**src/rtl/timer_preset_loader_pkg.sv**
```systemverilog
// Shared timer definitions: controller state encoding, default digit width,
// largest legal tens-of-seconds digit and the BCD max digit.
// Also used by the timer-chain counter modules.
package timer_preset_loader_pkg;

    localparam int unsigned TMR_DIGIT_W   = 4;
    localparam int unsigned TMR_MAX_TENS  = 5;
    localparam int unsigned BCD_MAX_DIGIT = 9;
    localparam int unsigned LOAD_CNT_W    = 3;

    typedef enum logic [2:0] {
        ST_IDLE  = 3'd0,
        ST_ENTRY = 3'd1,
        ST_LOAD  = 3'd2,
        ST_RUN   = 3'd3,
        ST_PAUSE = 3'd4
    } tmr_state_e;

endpackage

```
**src/rtl/timer_preset_loader_bcd_shift3.sv**
```systemverilog
// 3-digit BCD shift register holding the M:SS preset.
// Ports:
//   clk, clrn        clock, async active-low reset
//   clr_i            synchronous clear of all digits (wins over shift)
//   shift_i          shift enable; a digit shifts in only when it is legal
//   digit_i          incoming keypad digit
//   digit_legal_c_o  combinational: digit_i is 0..9
//   mins_o/tens_o/ones_o  registered digits
module timer_preset_loader_bcd_shift3
    import timer_preset_loader_pkg::*;
#(
    parameter int unsigned DIGIT_W = TMR_DIGIT_W
) (
    input  logic               clk,
    input  logic               clrn,
    input  logic               clr_i,
    input  logic               shift_i,
    input  logic [DIGIT_W-1:0] digit_i,
    output logic               digit_legal_c_o,
    output logic [DIGIT_W-1:0] mins_o,
    output logic [DIGIT_W-1:0] tens_o,
    output logic [DIGIT_W-1:0] ones_o
);

    logic [DIGIT_W-1:0] mins_q, mins_d;
    logic [DIGIT_W-1:0] tens_q, tens_d;
    logic [DIGIT_W-1:0] ones_q, ones_d;

    assign digit_legal_c_o = (digit_i <= DIGIT_W'(BCD_MAX_DIGIT));

    // Next digits: clear, or shift left with the old minutes digit discarded
    always_comb begin
        mins_d = mins_q;
        tens_d = tens_q;
        ones_d = ones_q;
        if (clr_i) begin
            mins_d = '0;
            tens_d = '0;
            ones_d = '0;
        end else if (shift_i && digit_legal_c_o) begin
            mins_d = tens_q;
            tens_d = ones_q;
            ones_d = digit_i;
        end
    end

    always_ff @(posedge clk or negedge clrn) begin
        if (!clrn) begin
            mins_q <= '0;
            tens_q <= '0;
            ones_q <= '0;
        end else begin
            mins_q <= mins_d;
            tens_q <= tens_d;
            ones_q <= ones_d;
        end
    end

    assign mins_o = mins_q;
    assign tens_o = tens_q;
    assign ones_o = ones_q;

endmodule

```
**src/rtl/timer_preset_loader.sv**
```systemverilog
// Keypad-to-timer-chain preset loader: collects digits into an M:SS preset,
// pulses the active-low parallel load, gates the count enable and ends the
// cook on the chain's zero flag.
// Ports:
//   clk, clrn                       clock, async active-low reset
//   key_valid, key_digit            keypad digit strobe and value
//   start, stop, cancel             operator requests
//   timer_zero                      chain reports 0:00
//   mins_data, tens_data, ones_data preset digits to the counter loads
//   loadn                           active-low load strobe
//   en                              count enable
//   busy                            high in LOAD, RUN or PAUSE
//   done, err                       one-cycle end-of-cook / rejected-start pulses
// Build option: define TIME_LOADER_AUTOCLR_EN to clear the preset when a cook
// ends on timer_zero; otherwise the preset is retained for re-entry.
module timer_preset_loader
    import timer_preset_loader_pkg::*;
#(
    parameter int unsigned DIGIT_W      = TMR_DIGIT_W,
    parameter int unsigned MAX_TENS     = TMR_MAX_TENS,
    parameter int unsigned LOADN_CYCLES = 1
) (
    input  logic               clk,
    input  logic               clrn,
    input  logic               key_valid,
    input  logic [DIGIT_W-1:0] key_digit,
    input  logic               start,
    input  logic               stop,
    input  logic               cancel,
    input  logic               timer_zero,
    output logic [DIGIT_W-1:0] mins_data,
    output logic [DIGIT_W-1:0] tens_data,
    output logic [DIGIT_W-1:0] ones_data,
    output logic               loadn,
    output logic               en,
    output logic               busy,
    output logic               done,
    output logic               err
);

`ifdef TIME_LOADER_AUTOCLR_EN
    localparam bit AUTOCLR = 1'b1;
`else
    localparam bit AUTOCLR = 1'b0;
`endif

    localparam logic [LOAD_CNT_W-1:0] LAST_LOAD = LOAD_CNT_W'(LOADN_CYCLES - 1);

    tmr_state_e            state_q, state_d;
    logic [LOAD_CNT_W-1:0] load_cnt_q, load_cnt_d;
    logic                  first_q, first_d;
    logic                  loadn_q, loadn_d;
    logic                  en_q, en_d;
    logic                  busy_q, busy_d;
    logic                  done_q, done_d;
    logic                  err_q, err_d;

    logic                  clr_c;
    logic                  shift_c;
    logic                  digit_legal_c;
    logic                  preset_zero_c;
    logic                  tens_bad_c;

    timer_preset_loader_bcd_shift3 #(
        .DIGIT_W (DIGIT_W)
    ) u_bcd_shift3 (
        .clk             (clk),
        .clrn            (clrn),
        .clr_i           (clr_c),
        .shift_i         (shift_c),
        .digit_i         (key_digit),
        .digit_legal_c_o (digit_legal_c),
        .mins_o          (mins_data),
        .tens_o          (tens_data),
        .ones_o          (ones_data)
    );

    assign preset_zero_c = (mins_data == '0) && (tens_data == '0) && (ones_data == '0);
    assign tens_bad_c    = (tens_data > DIGIT_W'(MAX_TENS));

    // Next state, digit control and registered-output decode
    always_comb begin
        state_d    = state_q;
        load_cnt_d = load_cnt_q;
        first_d    = 1'b0;
        done_d     = 1'b0;
        err_d      = 1'b0;
        clr_c      = 1'b0;
        shift_c    = 1'b0;

        case (state_q)
            ST_IDLE: begin
                if (key_valid && digit_legal_c) begin
                    shift_c = 1'b1;
                    state_d = ST_ENTRY;
                end
            end
            ST_ENTRY: begin
                if (cancel) begin
                    clr_c   = 1'b1;
                    state_d = ST_IDLE;
                end else if (start) begin
                    // A key arriving with start is dropped
                    if (preset_zero_c || tens_bad_c) begin
                        err_d = 1'b1;
                    end else begin
                        state_d    = ST_LOAD;
                        load_cnt_d = '0;
                    end
                end else if (key_valid && digit_legal_c) begin
                    shift_c = 1'b1;
                end
            end
            ST_LOAD: begin
                if (cancel) begin
                    clr_c   = 1'b1;
                    state_d = ST_IDLE;
                end else if (load_cnt_q == LAST_LOAD) begin
                    state_d = ST_RUN;
                    first_d = 1'b1;
                end else begin
                    load_cnt_d = load_cnt_q + LOAD_CNT_W'(1);
                end
            end
            ST_RUN: begin
                // first_q masks timer_zero while the chain settles after load
                if (cancel) begin
                    clr_c   = 1'b1;
                    state_d = ST_IDLE;
                end else if (timer_zero && !first_q) begin
                    done_d  = 1'b1;
                    clr_c   = AUTOCLR;
                    state_d = ST_IDLE;
                end else if (stop) begin
                    state_d = ST_PAUSE;
                end
            end
            ST_PAUSE: begin
                if (cancel) begin
                    clr_c   = 1'b1;
                    state_d = ST_IDLE;
                end else if (start) begin
                    state_d = ST_RUN;
                end
            end
            default: begin
                state_d = ST_IDLE;
            end
        endcase

        loadn_d = (state_d != ST_LOAD);
        en_d    = (state_d == ST_RUN);
        busy_d  = (state_d == ST_LOAD) || (state_d == ST_RUN) || (state_d == ST_PAUSE);
    end

    always_ff @(posedge clk or negedge clrn) begin
        if (!clrn) begin
            state_q    <= ST_IDLE;
            load_cnt_q <= '0;
            first_q    <= 1'b0;
            loadn_q    <= 1'b1;
            en_q       <= 1'b0;
            busy_q     <= 1'b0;
            done_q     <= 1'b0;
            err_q      <= 1'b0;
        end else begin
            state_q    <= state_d;
            load_cnt_q <= load_cnt_d;
            first_q    <= first_d;
            loadn_q    <= loadn_d;
            en_q       <= en_d;
            busy_q     <= busy_d;
            done_q     <= done_d;
            err_q      <= err_d;
        end
    end

    assign loadn = loadn_q;
    assign en    = en_q;
    assign busy  = busy_q;
    assign done  = done_q;
    assign err   = err_q;

endmodule

```
**config.mk**
```make
export PLATFORM = sky130hd
export DESIGN_NAME = timer_preset_loader
export DESIGN_NICKNAME = d
export VERILOG_FILES = /design/src/rtl/timer_preset_loader_pkg.sv /design/src/rtl/timer_preset_loader_bcd_shift3.sv /design/src/rtl/timer_preset_loader.sv
export SDC_FILE = /design/constraint.sdc
export NUM_CORES = 1
export LEC_CHECK = 0
export ABC_AREA = 1
export BUFFER_PORTS_ARGS = -buffer_cell sky130_fd_sc_hd__buf_2
export CORE_MARGIN = 2
export CORE_UTILIZATION = 53
export DETAILED_ROUTE_END_ITERATION = 10
export PLACE_DENSITY = 0.77
export SLEW_MARGIN = 5
export SYNTH_ARGS = -nofsm -noshare
export SYNTH_HDL_FRONTEND = slang
export SYNTH_HIERARCHICAL = 1
export SYNTH_SLANG_ARGS = --single-unit
```
**constraint.sdc**
```tcl
create_clock -name clk -period 1.65 [get_ports clk]
set_clock_uncertainty 0.1 [all_clocks]
set_input_delay 0.33 -clock clk [delete_from_list [all_inputs] [get_ports clk]]
set_output_delay 0.33 -clock clk [all_outputs]
set_load 0.02 [all_outputs]
```
Word-level counts from Yosys, hierarchy flattened
Cells that the tools add are included.
- output and inout port bits: 17
- logic and storage cells: 85
- input port bits: 11
- register bits: 24
- reductions and logical operators: 18
- eq/ne operators: 13
- multiplexer cells: 40
- order comparisons: 2
- add/sub/neg operators: 1
- operator list (operator ; number):
    $mux 3 ; 16
    $mux 4 ; 6
    $mux 1 ; 15
    $pmux 3 s5 ; 1
    $eq 3x2->1 const B ; 4
    $logic_not 4->1 ; 3
    $ne 2x2->1 const B ; 5
    $eq 3x3->1 const B ; 2
    $logic_not 3->1 ; 2
    $pmux 3 s2 ; 1
    $reduce_and 6->1 ; 1
    $logic_and 1x1->1 ; 5
    $gt 4x3->1 const B ; 1
    $le 4x4->1 const B ; 1
    $reduce_bool 2->1 ; 2
    $reduce_or 4->1 ; 1
    $add 3x1->3 const B ; 1
    $eq 3x1->1 const B ; 1
    $logic_or 1x1->1 ; 3
    $ne 3x2->1 const B ; 1
    $pmux 1 s2 ; 1
    $logic_not 1->1 ; 1

Logic depth before layout (Yosys ltp)
Gate-level depths: netlist (run 1).
- depth after elaboration: 11
- gate-level depth with buffers: 11
- mapped depth without buffers: 11

Modules after synthesis
Netlist (run 1), hierarchy kept.
- modules (own cells, without submodules) (module ; instances ; area an instance (um2) ; seq. area each (um2) ; cells an instance):
    timer_preset_loader ; 1 ; 724.4 ; 301.5 ; 89
    timer_preset_loader_bcd_shift3 ; 1 ; 610.6 ; 300.3 ; 59

Worst setup path after synthesis (run 1)
No wires, ideal clock.
- path kind: input port to flip-flop
- start point: input port key_digit[1]
- end point: register u_bcd_shift3.mins_q[1], in the netlist u_bcd_shift3/mins_o[1]
- path buffers: 2
- stages: 9
- arrival: 1.381 ns
- setup time: 0.066 ns
- path slack: 0.103 ns
- required time: 1.484 ns
- path through: o21ai_4 > buf_6 > nand2_1 > inv_1 > nand2_1 > nand2_1 > buf_2 > nand4_1 > nand2_1
- longest elaborated chain between the ends: 8
- RTL lines (what ; line ; RTL):
    from (decl) ; timer_preset_loader.sv:26 ; input logic [DIGIT_W-1:0] key_digit,
    $le 4x4->1 * ; timer_preset_loader_bcd_shift3.sv:29 ; assign digit_legal_c_o = (digit_i <= DIGIT_W'(BCD_MAX_DIGIT));
    net digit_legal_c ; timer_preset_loader.sv:60 ; logic digit_legal_c;
    $logic_and 1x1->1 * ; timer_preset_loader.sv:93, timer_preset_loader.sv:110 ;
    $mux 1 * ; timer_preset_loader.sv:93, timer_preset_loader.sv:110 ;
    $mux 1 ; timer_preset_loader.sv:102 ; end else if (start) begin
    $mux 1 ; timer_preset_loader.sv:99 ; if (cancel) begin
    $pmux 1 s2 * ; timer_preset_loader.sv:91 ; case (state_q)
    net shift_c ; timer_preset_loader.sv:59 ; logic shift_c;
    $logic_and 1x1->1 * ; timer_preset_loader_bcd_shift3.sv:40 ; end else if (shift_i && digit_legal_c_o) begin
    $reduce_bool 2->1 (no source line) * ; n/a ;
    to (signal assigned) ; timer_preset_loader_bcd_shift3.sv:53 ; mins_q <= mins_d;
    to (decl) ; timer_preset_loader_bcd_shift3.sv:25 ; logic [DIGIT_W-1:0] mins_q, mins_d;
Mark *: on every way through the listed nets, which the timed path passes. The rest lies on a longest branch.
A chain may end at the register's enable or synchronous reset.

Worst setup path after layout (run 1)
- start point: register u_bcd_shift3.tens_q[1], in the netlist u_bcd_shift3/tens_o[1]
- end point: register en_q, in the netlist en
- longest elaborated chain between the ends: 9
- elaborated cells on any way between the ends: 10
- those cells by class: 1 x order compare; 1 x eq/ne; 4 x mux; 4 x reduce/logical
- RTL lines (what ; line ; RTL):
    from (decl) ; timer_preset_loader_bcd_shift3.sv:26 ; logic [DIGIT_W-1:0] tens_q, tens_d;
    from (signal assigned) ; timer_preset_loader_bcd_shift3.sv:54 ; tens_q <= tens_d;
    parallel branches: the longest is 3 deep, another holds $gt 4x3->1 ; n/a ;
    $logic_or 1x1->1 * ; timer_preset_loader.sv:104 ; if (preset_zero_c || tens_bad_c) begin
    $mux 3 * ; timer_preset_loader.sv:104 ;
    $mux 3 * ; timer_preset_loader.sv:102 ;
    $mux 3 * ; timer_preset_loader.sv:99 ;
    $pmux 3 s5 * ; timer_preset_loader.sv:91 ;
    $eq 3x2->1 * ; timer_preset_loader.sv:152 ; en_d = (state_d == ST_RUN);
    net en_d ; timer_preset_loader.sv:53 ; logic en_q, en_d;
    to (signal assigned) ; timer_preset_loader.sv:171 ; en_q <= en_d;
    to (decl) ; timer_preset_loader.sv:53 ;
Mark *: on every way through the listed nets, which the timed path passes.

==> results.toml, run 1 <==
[setup_path]
r2r_slack_ns = 0.13
crit_arrival_ns = 1.67
worstPathBufferInverterCount = 0
path_depth = 11
rr_endpoint = "en"
path_cells = "nor2_1 -> nand2_1 -> nor2_1 -> nand2_1 -> nand3_2 -> nand2_2 -> nand2_1 -> nand2_1 -> nand2_1 -> nand2_1 -> a21oi_2"
crit_path_frequent_cell = "nand2_1"
cp.required_ns = 1.80
r2r-start = "u_bcd_shift3/tens_o[1]"
critPathLaunchType = "flip-flop"
rr_worst_depth = 11
crit_path_max_fanout = 5
startpoint = "u_bcd_shift3/tens_o[1]"
critical_path.slowest_cell = "dfrtp_2"
slowest_delay_ns = 0.46
crit_family = "simple AND/OR/NAND/NOR gates"
path_class = "flip-flop to flip-flop"
end_kind = "flip-flop"

[pwr]
leakage_uw = 0.000871
power.internal_uw = 1180
power.switching_uw = 843
switching_share_pct = 41.7
p_seq_share_pct = 41.2
power_density_mw_per_mm2 = 1240
ir_worst_vdd_mv = 1.09
p_comb_share_pct = 45.3
pwr-share-clk_pct = 13.5

[routing]
vias = 1145
wl_mm = 2.70
drc_errors = 0
vias_per_cell = 5.28
wl_per_cell_um = 12.4
first_iter_violations = 21
dr.pass1.iters = 4
postRouteAntennaNets = 0

[logic_synthesis]
ys_seq_area_share_pct = 45.1
synthArstFlopShare_pct = 100
ys_ff_latch = 24
synth_edf_count = 0
yosys.cell_types.count = 31
syn_area_per_cell_um2 = 9.02
synth_cells = 148
synth_warnings = 6
synth_flop_cell = "dfrtp_1"
syn_area_mm2 = 0.00134
syn_nets = 161

[floorplan]
dieArea_mm2 = 0.00294
die_height_um = 54.2
die_x_um = 54.2
io_pins = 28
initial_core_util_pct = 54.9
core_mm2 = 0.00243
rows = 18

[finish]
regArea_um2 = 604
n_antenna_cell = 0
multi_input_area_um2 = 649
layout.nets = 201
stdcell_area_mm2 = 0.00163
drive_gt1_share_pct = 43.3
area_growth_pct = 22.3
fin_util_pct = 67.1
mostFrequentLayoutCell = "nand2_1"
mostFrequentLayoutCells = "nand2_1, buf_2, dfrtp_1"
fillers = 215

[run_status]
status = "finished clean"

[clock_tree]
cts_tree = "built"
clock_latency_ns = 0.32
cts_sinks = 24
root_buffer = "clkbuf_4"
cts_buffers = 3
clk_pin_slew_ns = 0.13
htreeDepth = 1
cts_buffer_depth = 2

[worst_hold_path]
min_to = "first_q"
min_from = "cancel"
hp-class = "input port to flip-flop"
whs_path_depth = 2

[timing]
min_period_over_period_pct = 92.1
setup_violations = 0
fmax_mhz = 658
slew_headroom_pct = 65.2
slew_violations = 0
worst_slack_ns = 0.130
rsz0062_at_grt = "yes"
hold_violations = 0
finalCriticalPeriod_ns = 1.52
worst_slew_pin_slew_ns = 0.521

[placement]
pre_cts_ws_ns = 0.0853
port_buffers = 27
gp_congestion = 0.968
place_area_mm2 = 0.00153
hpwl_mm = 2.01

[global_route]
antenna_found_initial = 0
grt_pass1_vias = 1026
grt_util_all_layers_pct = 21.4
grt_first_pass_wirelength_mm = 4.49
grt_max_degree = 25
overflow = 0

[job]
cap_viol_max_count = 0
==> cell usage after synthesis, types with 3 or more instances <==
cell / instances / area share (%)
nand2_1: 34 / 9.6
dfrtp_1: 23 / 43
inv_1: 14 / 3.9
nand3_2: 11 / 8.2
nand4_1: 11 / 5.2
nor2_1: 10 / 2.8
nand3_1: 5 / 1.9
a21oi_1: 4 / 1.5
nand2_2: 4 / 1.9
inv_2: 3 / 0.84
==> state kept, by name, indices dropped and copies added, names as in the netlist <==
signal               count
err                      1
done                     1
first_q                  1
load_cnt_q               3
loadn                    1
busy                     1
state_q                  3
en                       1
u_bcd_shift3/mins_o      4
u_bcd_shift3/tens_o      4
u_bcd_shift3/ones_o      4
==> final cells by class <==
class                           count  share of cell area (%)
Multi-Input combinational cell    102                    39.8
Sequential cell                    24                    37.0
Timing Repair Buffer               40                    15.4
Inverter                           17                    3.91
Tap cell                           30                    2.30
Clock buffer                        4                    1.61
==> metrics by stage <==
| step | hold slack, ns | TNS [ns] | instances | total power (uW) |
|---|---|---|---|---|
| floorplan | -0.0656 | 0 | 148 | 1400 |
| global placement | 0.238 | 0 | 206 | 1620 |
| detailed placement | 0.243 | 0 | 206 | 1650 |
| CTS | 0.142 | 0 | 211 | 1930 |
| global route | 0.147 | -0.0832 | 217 | 2200 |
| finish | 0.152 | 0 | 217 | 2020 |
==> logic make-up (layout without fill, tap and decap cells) <==
family	count (synthesis)	after routing	share of synthesized area (%)
buffers and inverters	22	61	7.78
XOR/XNOR	1	1	0.656
AND/OR/NAND/NOR	84	84	35.7
flip-flops	24	24	45.1
AO/OA/AOI/OAI	15	15	8.90
adder cells (fa/ha/maj)	2	2	1.87
==> per-layer routing <==
layer	vias up	wire length (um)	GRT usage, %
li1	569	-	-
met1	541	1210	27.1
met2	30	1320	34.9
met3	5	125	4.44
met4	0	50	9.17
met5	-	0	0
==> what timing repair did <==
action,in CTS,in global routing
setup endpoints to repair,0,14
resized for setup,0,10
hold buffers,1,0
hold endpoints to repair,23,0
setup buffers,0,6
==> power by group through the flow <==
stage	combinational [uW]	sequential [uW]	clock [uW]
detailed placement	803	851	0
CTS	808	839	282
global route	1040	855	305
finish	917	834	272
global placement	783	841	0
floorplan	445	956	0
==> how the worst max path moves through the flow <==
stage	slack, ns	endpoint
finish	0.13	en
global route	-0.08	en
CTS	0.05	u_bcd_shift3/tens_o[3]
detailed placement	0.09	u_bcd_shift3/ones_o[1]
global placement	0.11	u_bcd_shift3/ones_o[0]
floorplan	0.10	u_bcd_shift3/mins_o[1]
Power figures use the tool's default switching activity.
==> inputs of run 2 (changes only) <==
--- a/config.mk
+++ b/config.mk
@@ -11,6 +11,7 @@
 export CORE_UTILIZATION = 53
 export DETAILED_ROUTE_END_ITERATION = 10
 export PLACE_DENSITY = 0.77
+export REMOVE_ABC_BUFFERS = 1
 export SLEW_MARGIN = 5
 export SYNTH_ARGS = -nofsm -noshare
 export SYNTH_HDL_FRONTEND = slang
==> constraint.sdc (replaced) <==
create_clock -name clk -period 1.65 [get_ports clk]
set_clock_uncertainty 0.1 [all_clocks]
set_input_delay 0.165 -clock clk [delete_from_list [all_inputs] [get_ports clk]]
set_output_delay 0.165 -clock clk [all_outputs]
set_load 0.02 [all_outputs]
==> results.toml, run 2 (synthesis results as in run 1) <==
[setup_path]
worstPathBufferInverterCount = 5
slowest_delay_ns = 0.45
end_kind = "flip-flop"
path_class = "flip-flop to flip-flop"
crit_path_max_fanout = 12
path_cells = "inv_2 -> nand2_2 -> nand2_1 -> inv_2 -> nor3_4 -> inv_2 -> buf_12 -> nand2_1 -> nand3_1 -> nand2_1 -> inv_1"
crit_arrival_ns = 1.71
cp.required_ns = 1.77
critical_path.slowest_cell = "dfrtp_1"
crit_family = "simple AND/OR/NAND/NOR gates"
critPathLaunchType = "flip-flop"

[pwr]
pwr-share-clk_pct = 19.5
ir_worst_vdd_mv = 0.943
leakage_uw = 0.000892
finalPower_uw = 2170
power.switching_uw = 862
power_density_mw_per_mm2 = 1280
power.internal_uw = 1310
p_seq_share_pct = 38.3
p_comb_share_pct = 42.1
switching_share_pct = 39.7

[routing]
vias_per_cell = 5.30
drc_errors = 0
wl_per_cell_um = 13.6
postRouteAntennaNets = 0
dr.pass1.iters = 4
wl_mm = 2.96
vias = 1155
first_iter_violations = 21

[timing]
min_period_over_period_pct = 96.4
hold_violations = 0
worst_slew_pin_slew_ns = 0.523
setup_violations = 0
fmax_mhz = 629
slew_headroom_pct = 65.1
worst_slack_ns = 0.0600
holdWs_ns = 0.0224
fin_setup_tns_ns = 0
slew_violations = 0
finalCriticalPeriod_ns = 1.59

[placement]
hpwl_mm = 1.95
pre_cts_ws_ns = 0.101
post-place-cells = 205
port_buffers = 27
gp_congestion = 0.890

[clock_tree]
clock_latency_ns = 0.32
cts_tree = "built"
cts_buffer_depth = 2
cts_buffers = 3
cts_sinks = 24
root_buffer = "clkbuf_4"
clk_pin_slew_ns = 0.14
htreeDepth = 1

[floorplan]
io_pins = 28
dieArea_mm2 = 0.00294
die_x_um = 54.2
core_mm2 = 0.00243
die_height_um = 54.2
rows = 18
initial_core_util_pct = 54.9

[global_route]
grt_max_degree = 25
grt_util_all_layers_pct = 19.3
overflow = 0
grt_pass1_vias = 965
grt_first_pass_wirelength_mm = 4.15
antenna_found_initial = 0

[finish]
mostFrequentLayoutCell = "nand2_1"
layout.nets = 202
regArea_um2 = 602
fillers = 184
drive_gt1_share_pct = 44.7
multi_input_area_um2 = 656
area_growth_pct = 27.0
n_antenna_cell = 0
final_cells = 218
mostFrequentLayoutCells = "nand2_1, buf_2, dfrtp_1"

[job]
cap_viol_max_count = 0

[run_status]
status = "finished clean"

[worst_hold_path]
hp-class = "input port to flip-flop"
[run 2: cell types whose count changed in the layout (fill, tap and decap cells not counted), moves of 2 or more]
| cell | before | now |
|---|---|---|
| dlygate4sd3_1 | 1 | 3 |
| inv_2 | 4 | 6 |
| nor2_2 | 2 | 4 |
| dfrtp_1 | 21 | 23 |
| inv_1 | 13 | 10 |
| dfrtp_2 | 2 | 0 |
[run 2: final timing paths]
| check | start | to | slack, ns | cells after the start |
|---|---|---|---|---|
| max | state_q[1] | u_bcd_shift3/ones_o[0] | 0.06 | 11 |
| max in group asynchronous | clrn | u_bcd_shift3/tens_o[2] | 0.85 | 2 |
| min in group asynchronous | clrn | en | 0.23 | 2 |
| max reg2reg | state_q[1] | u_bcd_shift3/ones_o[0] | 0.06 | 11 |
| min reg2reg | first_q | done | 0.44 | 3 |
| min | key_digit[2] | u_bcd_shift3/ones_o[2] | 0.02 | 3 |
[run 2: final cells by class]
cell class                      count  area share, %
Timing Repair Buffer               41           16.5
Multi-Input combinational cell    102           38.7
Tap cell                           30           2.21
Sequential cell                    24           35.5
Inverter                           17           3.99
Clock inverter                      1           1.77
Clock buffer                        3           1.33
[run 2: power groups by stage]
stage | Combinational, uW | Clock [uW] | Sequential [uW]
finish | 915 | 425 | 832
global route | 995 | 457 | 852
CTS | 814 | 436 | 837
detailed placement | 802 | 0 | 850
global placement | 776 | 0 | 842
floorplan | 423 | 0 | 956
[run 2: tightest hold or removal path: cells and delay by family]
kind,cells,cell delay [ns]
AND/OR/NAND/NOR,2,0.13
buffers and inverters,1,0.12
[run 2: through the flow]
stage / util, % / cell area (um^2)
2_1_floorplan: - / 1290
3_3_place_gp: 62.4 / 1520
3_5_place_dp: 62.4 / 1520
4_1_cts: 65.8 / 1600
5_1_grt: 69.7 / 1700
6_report: 69.7 / 1700
[run 2: layer usage]
layer	track usage [%]	routed length [um]	up-vias
met5	0	0	-
met4	7.50	46	0
met3	2.50	112	4
met2	30.5	1480	29
met1	26.8	1320	548
li1	-	-	574
[run 2: timing repair]
item                       CTS  global route
hold endpoints to repair    25             0
resized for setup            0            12
hold buffers                 3             0
setup buffers                0             5
setup endpoints to repair    0             8
==> inputs of run 3 (changes only) <==
--- a/config.mk
+++ b/config.mk
@@ -8,9 +8,9 @@
 export ABC_AREA = 1
 export BUFFER_PORTS_ARGS = -buffer_cell sky130_fd_sc_hd__buf_2
 export CORE_MARGIN = 2
-export CORE_UTILIZATION = 53
+export CORE_UTILIZATION = 40
 export DETAILED_ROUTE_END_ITERATION = 10
-export PLACE_DENSITY = 0.77
+export PLACE_DENSITY = 0.71
 export REMOVE_ABC_BUFFERS = 1
 export SLEW_MARGIN = 5
 export SYNTH_ARGS = -nofsm -noshare
==> results.toml, run 3 (synthesis results as in run 1) <==
[timing]
fin_setup_tns_ns = 0
finalCriticalPeriod_ns = 1.59
slew_headroom_pct = 63.2
holdWs_ns = 0.0135
fmax_mhz = 629
setup_violations = 0
hold_violations = 0
worst_slew_pin_slew_ns = 0.553
min_period_over_period_pct = 96.4
slew_violations = 0

[floorplan]
initial_core_util_pct = 43.0
die_x_um = 61.8
rows = 20
io_pins = 28
core_mm2 = 0.00310
dieArea_mm2 = 0.00382
die_height_um = 61.8

[setup_path]
rr_worst_depth = 9
worstPathBufferInverterCount = 3
path_cells = "inv_2 -> nand2_2 -> nor2_1 -> nand2_1 -> nand2_2 -> buf_6 -> nand3_1 -> nand2_1 -> inv_1"
crit_family = "simple AND/OR/NAND/NOR gates"
slowest_delay_ns = 0.43
startpoint = "state_q[0]"
critPathLaunchType = "flip-flop"
cp.required_ns = 1.79
r2r_slack_ns = 0.06
rr_endpoint = "u_bcd_shift3/ones_o[0]"
end_kind = "flip-flop"
cp-endpoint = "u_bcd_shift3/ones_o[0]"
crit_arrival_ns = 1.73
path_class = "flip-flop to flip-flop"
critical_path.slowest_cell = "dfrtp_1"
r2r-start = "state_q[0]"
path_depth = 9
crit_path_max_fanout = 12

[global_route]
overflow = 0
antenna_found_initial = 0
grt_util_all_layers_pct = 17.2
grt_pass1_vias = 1103
grt_max_degree = 25
grt_first_pass_wirelength_mm = 4.79

[clock_tree]
cts_tree = "built"
cts_sinks = 24
cts_buffers = 3
clk_pin_slew_ns = 0.14
root_buffer = "clkbuf_4"
clock_latency_ns = 0.32
cts_buffer_depth = 2
htreeDepth = 1

[placement]
gp_congestion = 0.854
port_buffers = 27
hpwl_mm = 2.11

[run_status]
status = "finished clean"

[finish]
drive_gt1_share_pct = 43.5
area_growth_pct = 22.8
n_antenna_cell = 0
fillers = 304
mostFrequentLayoutCells = "nand2_1, buf_2, dfrtp_1"
layout.nets = 200
mostFrequentLayoutCell = "nand2_1"

[worst_hold_path]
hp-class = "input port to flip-flop"

[routing]
vias = 1133
vias_per_cell = 4.93
postRouteAntennaNets = 0
dr.pass1.iters = 4
first_iter_violations = 47
drc_errors = 0
wl_per_cell_um = 12.8
wl_mm = 2.95

[pwr]
power_density_mw_per_mm2 = 1240
ir_worst_vdd_mv = 0.483
leakage_uw = 0.000868

[job]
cap_viol_max_count = 0
[run 3: cell type report]
type,count,area (um^2),share of cell area [%]
repair buffers,39,234,14.3
well taps,44,55.1,3.36
multi-input cells,102,647,39.5
flip-flops and latches,24,603,36.8
inverters,17,63.8,3.89
clock buffers,4,36.3,2.21
[run 3: what timing repair did]
item | CTS | global route
resized for setup | 1 | 8
hold buffers | 2 | 0
endpoints found under the setup margin | 10 | 15
gates cloned | 0 | 0
hold endpoints to repair | 24 | 0
pin swaps | 0 | 1
setup buffers | 0 | 6
[run 3: power breakdown]
group	total (uW)	switching [uW]	internal, uW
registers	834	121	713
logic	870	538	332
clock network	321	186	135
total	2030	846	1180
[run 3: how the worst min path moves through the flow]
| stage | cells after the start | from | slack, ns | end |
|---|---|---|---|---|
| 2_1_floorplan | 0 | clrn | -0.23 | busy |
| 4_1_cts | 3 | timer_zero | 0.005 | done |
| 3_3_place_gp | 1 | clrn | 0.07 | u_bcd_shift3/mins_o[1] |
| 6_report | 3 | timer_zero | 0.01 | done |
| 3_5_place_dp | 1 | clrn | 0.09 | u_bcd_shift3/mins_o[1] |
| 5_1_grt | 3 | key_digit[3] | 0.02 | u_bcd_shift3/ones_o[3] |
[run 3: worst reg2reg max path: stages (launching register included)]
cell and delay [ns]:
dfrtp_1 0.43, inv_2 0.10, nand2_2 0.08, nor2_1 0.18, nand2_1 0.14, nand2_2 0.13, buf_6 0.16, nand3_1 0.08
nand2_1 0.07, inv_1 0.04
[run 3: routing by layer]
metal / share of wire [%] / global-route usage, % / vias up
li1: - / - / 568
met3: 3.9 / 2.69 / 6
met5: 0 / 0 / -
met4: 1.7 / 9.42 / 0
met2: 49 / 27.8 / 33
met1: 45 / 22.0 / 526
[run 3: through the flow]
step                      setup WS, ns  util, %  std cells  instance area [um^2]  total power (uW)
after global routing           -0.0501     52.8        230                  1640              2170
after detailed placement       -0.0140     48.8        218                  1520              1630
after floorplan                -0.0212        -        143                  1290              1380
after global placement          0.0679     48.8        218                  1520              1600
final                           0.0589     52.8        230                  1640              2030
after CTS                      0.00828     50.8        224                  1580              1960
